**src/rtl/updown_pkg.sv**
```systemverilog
// -----------------------------------------------------------------------------
// updown_pkg
// Shared types and constants for the up/down counter controller.
//   state_t   : run/stop FSM encoding
//   MODE_UP   : value of the mode input that selects counting up
//   MODE_DOWN : value of the mode input that selects counting down
// -----------------------------------------------------------------------------
package updown_pkg;

  typedef enum logic {
    ST_STOP = 1'b0,
    ST_RUN  = 1'b1
  } state_t;

  localparam logic MODE_UP   = 1'b0;
  localparam logic MODE_DOWN = 1'b1;

endpackage : updown_pkg

```
**src/rtl/updown_counter_ctrl_tick_gen.sv**
```systemverilog
// -----------------------------------------------------------------------------
// tick_gen
// Prescaler producing one tick every DIV enabled cycles.
//   clk     : system clock
//   reset   : asynchronous, active-high reset
//   en      : count enable; while low the divider is held at 0
//   restart : synchronous restart of the divider phase (forces 0)
//   tick    : combinational, high when the divider is at its last phase and
//             en is high
// -----------------------------------------------------------------------------
module tick_gen #(
  parameter int DIV = 10
) (
  input  logic clk,
  input  logic reset,
  input  logic en,
  input  logic restart,
  output logic tick
);

  // A one-bit divider is kept for DIV==1 so the port widths stay legal;
  // it simply sits at 0 and every enabled cycle is a tick.
  localparam int CW = (DIV > 1) ? $clog2(DIV) : 1;
  localparam logic [CW-1:0] LAST = CW'(DIV - 1);

  logic [CW-1:0] div_cnt;

  always_ff @(posedge clk or posedge reset) begin
    if (reset) begin
      div_cnt <= '0;
    end else if (restart || !en) begin
      // Phase is deliberately not preserved across stop/clear/load.
      div_cnt <= '0;
    end else if (div_cnt == LAST) begin
      div_cnt <= '0;
    end else begin
      div_cnt <= div_cnt + CW'(1);
    end
  end

  assign tick = en && (div_cnt == LAST);

endmodule : tick_gen

```
**src/rtl/updown_counter_ctrl.sv**
```systemverilog
// -----------------------------------------------------------------------------
// updown_counter_ctrl
// Run/stop up/down counter over 0..MAX_COUNT with an integrated prescaler,
// synchronous clear, saturating load and wrap reporting.
//   clk        : system clock
//   reset      : asynchronous, active-high reset
//   run        : level, 1 = count, 0 = hold
//   mode       : 0 = up, 1 = down, sampled at every step
//   clear      : one-cycle synchronous clear (count <= 0)
//   load       : one-cycle synchronous load (count <= min(load_value, MAX))
//   load_value : value to load
//   count      : current count
//   running    : 1 while the FSM is in ST_RUN
//   step       : one-cycle pulse aligned with each stepped count value
//   wrap       : one-cycle pulse when a step wrapped around the range
// Edge priority: reset > clear > load > step; a step that coincides with
// clear or load is dropped together with its step/wrap pulses.
// -----------------------------------------------------------------------------
module updown_counter_ctrl
  import updown_pkg::*;
#(
  parameter int CLK_HZ    = 100_000_000,
  parameter int TICK_HZ   = 10,
  parameter int MAX_COUNT = 9999,
  parameter int WIDTH     = 14
) (
  input  logic             clk,
  input  logic             reset,
  input  logic             run,
  input  logic             mode,
  input  logic             clear,
  input  logic             load,
  input  logic [WIDTH-1:0] load_value,
  output logic [WIDTH-1:0] count,
  output logic             running,
  output logic             step,
  output logic             wrap
);

  localparam int DIV = CLK_HZ / TICK_HZ;
  localparam logic [WIDTH-1:0] MAX_C = WIDTH'(MAX_COUNT);

  if (MAX_COUNT >= (2 ** WIDTH)) begin : g_bad_width
    $error("updown_counter_ctrl: MAX_COUNT does not fit in WIDTH bits");
  end
  if (DIV < 1) begin : g_bad_div
    $error("updown_counter_ctrl: CLK_HZ/TICK_HZ must be at least 1");
  end

  // FSM state, kept as a named signal so checkers can bind to it.
  state_t state;

  logic tick;
  logic tick_en;
  logic tick_restart;

  // The divider only advances while running and run is still high, so no
  // step can land on the edge that samples run=0. Sitting in ST_STOP keeps
  // it at 0, which gives the first step exactly DIV edges after run is seen.
  assign tick_en      = (state == ST_RUN) && run;
  assign tick_restart = clear || load || (state == ST_STOP);

  tick_gen #(
    .DIV (DIV)
  ) u_tick_gen (
    .clk     (clk),
    .reset   (reset),
    .en      (tick_en),
    .restart (tick_restart),
    .tick    (tick)
  );

  always_ff @(posedge clk or posedge reset) begin
    if (reset) begin
      state   <= ST_STOP;
      running <= 1'b0;
      count   <= '0;
      step    <= 1'b0;
      wrap    <= 1'b0;
    end else begin
      step <= 1'b0;
      wrap <= 1'b0;

      case (state)
        ST_STOP: begin
          if (run) begin
            state   <= ST_RUN;
            running <= 1'b1;
          end
        end
        ST_RUN: begin
          if (!run) begin
            state   <= ST_STOP;
            running <= 1'b0;
          end
        end
        default: begin
          state   <= ST_STOP;
          running <= 1'b0;
        end
      endcase

      if (clear) begin
        count <= '0;
      end else if (load) begin
        count <= (load_value > MAX_C) ? MAX_C : load_value;
      end else if (tick) begin
        step <= 1'b1;
        if (mode == MODE_UP) begin
          if (count == MAX_C) begin
            count <= '0;
            wrap  <= 1'b1;
          end else begin
            count <= count + WIDTH'(1);
          end
        end else begin
          if (count == '0) begin
            count <= MAX_C;
            wrap  <= 1'b1;
          end else begin
            count <= count - WIDTH'(1);
          end
        end
      end
    end
  end

endmodule : updown_counter_ctrl

```
**config.mk**
```make
export PLATFORM = sky130hd
export DESIGN_NAME = updown_counter_ctrl
export DESIGN_NICKNAME = d
export VERILOG_FILES = /design/src/rtl/updown_pkg.sv /design/src/rtl/updown_counter_ctrl_tick_gen.sv /design/src/rtl/updown_counter_ctrl.sv
export SDC_FILE = /design/constraint.sdc
export NUM_CORES = 1
export LEC_CHECK = 0
export CORE_MARGIN = 2
export CORE_UTILIZATION = 56
export CTS_BUF_LIST = sky130_fd_sc_hd__clkbuf_8
export DETAILED_ROUTE_END_ITERATION = 10
export PLACE_DENSITY = 0.81
export SYNTH_ARGS = -nofsm -noshare
export SYNTH_HDL_FRONTEND = slang
export SYNTH_SLANG_ARGS = --single-unit
```
**constraint.sdc**
```tcl
create_clock -name clk -period 2.35 [get_ports clk]
set_input_delay 0.3525 -clock clk [delete_from_list [all_inputs] [get_ports clk]]
set_output_delay 0.3525 -clock clk [all_outputs]
set_load 0.005 [all_outputs]
```
==> impl_metrics.env <==
export IMPL_maxSlewHeadroom_pct=63.8
export IMPL_syn_inst=340
export IMPL_final_cells=461
export IMPL_grt_pass1_vias=2921
export IMPL_cts_buffer_depth=2
export IMPL_viasPerCell=6.38
export IMPL_cts_sinks=42
export IMPL_synth_most_common_cell="nor2_1"
export IMPL_yosysTopAreaCellShare_pct=35.9
export IMPL_setup_violations=0
export IMPL_grt_max_degree=24
export IMPL_clock_root_buffer="clkbuf_8"
export IMPL_regArea_um2=1050
export IMPL_placed_area_um2=3500
export IMPL_crit_path_start_kind="flip-flop"
export IMPL_fp_dieW_um=76.3
export IMPL_worst_pin_slew_ns=0.539
export IMPL_cp_arrival_ns=2.41
export IMPL_syn_cell_area_um2=2920
export IMPL_power_density_nw_per_um2=473
export IMPL_hold_ws_ns=0.302
export IMPL_grt_pass1_wl_um=14100
export IMPL_syn_num_nets=364
export IMPL_status="complete, no violations"
export IMPL_worstSetupEndpointType="flip-flop"
export IMPL_post_place_cells=453
export IMPL_routed_wl_um=8250
export IMPL_nets=414
export IMPL_p_total_mw=1.70
export IMPL_crit_required_ns=2.54
export IMPL_worstPathMaxFanout=7
export IMPL_overflow=0
export IMPL_antenna_found_initial=0
export IMPL_wl_per_cell_um=17.9
export IMPL_rsz0062_at_grt="false"
export IMPL_tns_ns=0
export IMPL_clk_pin_slew_ns=0.09
export IMPL_dp_slack_ns=0.150
export IMPL_core_um2=5070
export IMPL_cts_tree="yes"
export IMPL_fin_area_um2=3600
export IMPL_synth_seq_area_share_pct=35.9
export IMPL_die_h_um=76.3
export IMPL_yosys_most_used_dff="dfrtp_1"
export IMPL_clk_latency_ns=0.30
export IMPL_areaGrowthSynthToFinish_pct=23.0
export IMPL_vdd_ir_drop_max_mv=0.353
export IMPL_rows=26
export IMPL_num_antenna_cells=0
export IMPL_async_flop_share_pct=100
export IMPL_final_core_util_pct=70.9
export IMPL_die_area_um2=5820
export IMPL_ios=37
export IMPL_place_congestion=0.995
export IMPL_hp_class="input port to asynchronous set/reset pin"
export IMPL_fill_cells=437
export IMPL_first_iter_violations=286
export IMPL_multi_input_area_um2=1720
export IMPL_p_leak_nw=1.40
export IMPL_initial_core_util_pct=57.6
export IMPL_synth_area_per_cell_um2=8.60
export IMPL_yosys_area_top_type="dfrtp_1"
export IMPL_hpwlAfterDp_um=6210
export IMPL_htree_levels=2
export IMPL_drive_above_1_share_pct=13.3
export IMPL_port_buffers=36
export IMPL_hold_viol_final=0
export IMPL_cts_buffers=5
export IMPL_setup_slack_ns=0.130
export IMPL_synth_cell_types=61
export IMPL_synthTopCellsByArea="dfrtp_1 (36%), nor2_1 (5.6%), nand4_1 (4.5%)"
export IMPL_drc=0
export IMPL_vias=2940
export IMPL_hold_buffers=0
export IMPL_slew_violations=0
export IMPL_yosys_warnings=0
export IMPL_first_pass_iters=5
export IMPL_maxCapViolCount=0
export IMPL_synth_edf_count=0
export IMPL_fmax_ghz=0.451
export IMPL_ant_nets=0
export IMPL_ys_seq_elements=42
export IMPL_netlist_top_cells_count="nor2_1 (44), dfrtp_1 (42), nand2_1 (26)"
export IMPL_min_period_over_period_pct=94.5
export IMPL_finClkSkew_ns=0.0112
export IMPL_min_period_ns=2.22
export IMPL_grt_usage_pct=30.1
export IMPL_worstSetupPathType="flip-flop to flip-flop"
## worst max-delay path, cell delays in order, from the launching register on
cell and delay [ns]:
dfrtp_1 0.39, ha_1 0.26, nand4_4 0.15, or4_4 0.65
o21ai_4 0.28, mux2_2 0.37
## final timing paths
kind / start / endpoint / slack, ns / cells after the start
setup / recovery: u_tick_gen.div_cnt[0]$_DFF_PP0_ / count[1]$_DFFE_PP0P_ / 0.13 / 5
hold / removal: reset / count[12]$_DFFE_PP0P_ / 0.30 / 2
setup reg to reg: u_tick_gen.div_cnt[0]$_DFF_PP0_ / count[1]$_DFFE_PP0P_ / 0.13 / 5
hold reg to reg: u_tick_gen.div_cnt[0]$_DFF_PP0_ / u_tick_gen.div_cnt[0]$_DFF_PP0_ / 0.49 / 1
max in group asynchronous: reset / u_tick_gen.div_cnt[20]$_DFF_PP0_ / 1.49 / 3
min in group clk: u_tick_gen.div_cnt[0]$_DFF_PP0_ / u_tick_gen.div_cnt[0]$_DFF_PP0_ / 0.49 / 1
## routing by layer
layer  up-vias  global-route usage [%]  share of wire (%)
met4         0                    12.7                3.3
met5         -                       0                  0
met3        29                    4.27                6.4
li1       1363                       -                  -
met2       150                    51.6                 50
met1      1398                    38.2                 40
## layout make-up
cell class,count,share of cell area (%)
well taps,70,2.43
clock buffers,6,2.30
repair buffers,62,16.1
multi-input cells,261,47.7
flip-flops and latches,42,29.2
clock inverters,2,0.348
inverters,18,1.88
## power breakdown
group          internal (mW)  leakage [nW]  total (mW)  switching [mW]
sequential             0.748         0.567       0.800          0.0518
combinational          0.200         0.788       0.404           0.204
clock                  0.236        0.0472       0.498           0.262
## repair_timing
item | 4_1_cts | 5_1_grt
setup buffers | 0 | 0
setup endpoints to repair | 0 | 1
resized for setup | 0 | 1
## flip-flops by register name, indices dropped and copies added, names as in the netlist
| signal | cells |
|---|---|
| state | 1 |
| count | 14 |
| step | 1 |
| wrap | 1 |
| running | 1 |
| u_tick_gen.div_cnt | 24 |
## cells in the final DEF, fill, tap and decap left out, drive strengths merged, types with 2 or more instances in the layout
master         instances
xor2                  12
xnor2                 14
inv                   16
and2                   4
clkinv                 3
or4                    2
and4                   6
nor4b                  2
o221ai                 3
o211ai                 6
o31a                   2
nand2                 26
a21o                   2
ha                     4
nand4                 23
a211o                  3
clkdlybuf4s50         36
and3                   2
nor4                  11
buf                   26
a41o                   3
mux2                   2
a21oi                 11
a211oi                 2
nand3                 15
nand4b                 2
o31ai                  6
a2111oi                2
dfrtp                 42
o21ai                 14
nor3b                  2
or2                    3
clkbuf                 6
a31oi                  4
nor3                  12
nor2                  45
a41oi                  3
## cells by family (layout without fill, tap and decap cells)
logic type	Yosys count	after routing	synth area share (%)
and+or+nand+nor	158	158	30.2
AOI/OAI and AO/OA	71	71	18.0
DFF	42	42	35.9
buffers and inverters	37	88	5.61
xor gates and xnor gates	26	26	7.79
adders and majority gates	4	4	1.71
muxes	2	2	0.770
No activity file was read; power rests on OpenSTA's default activity.
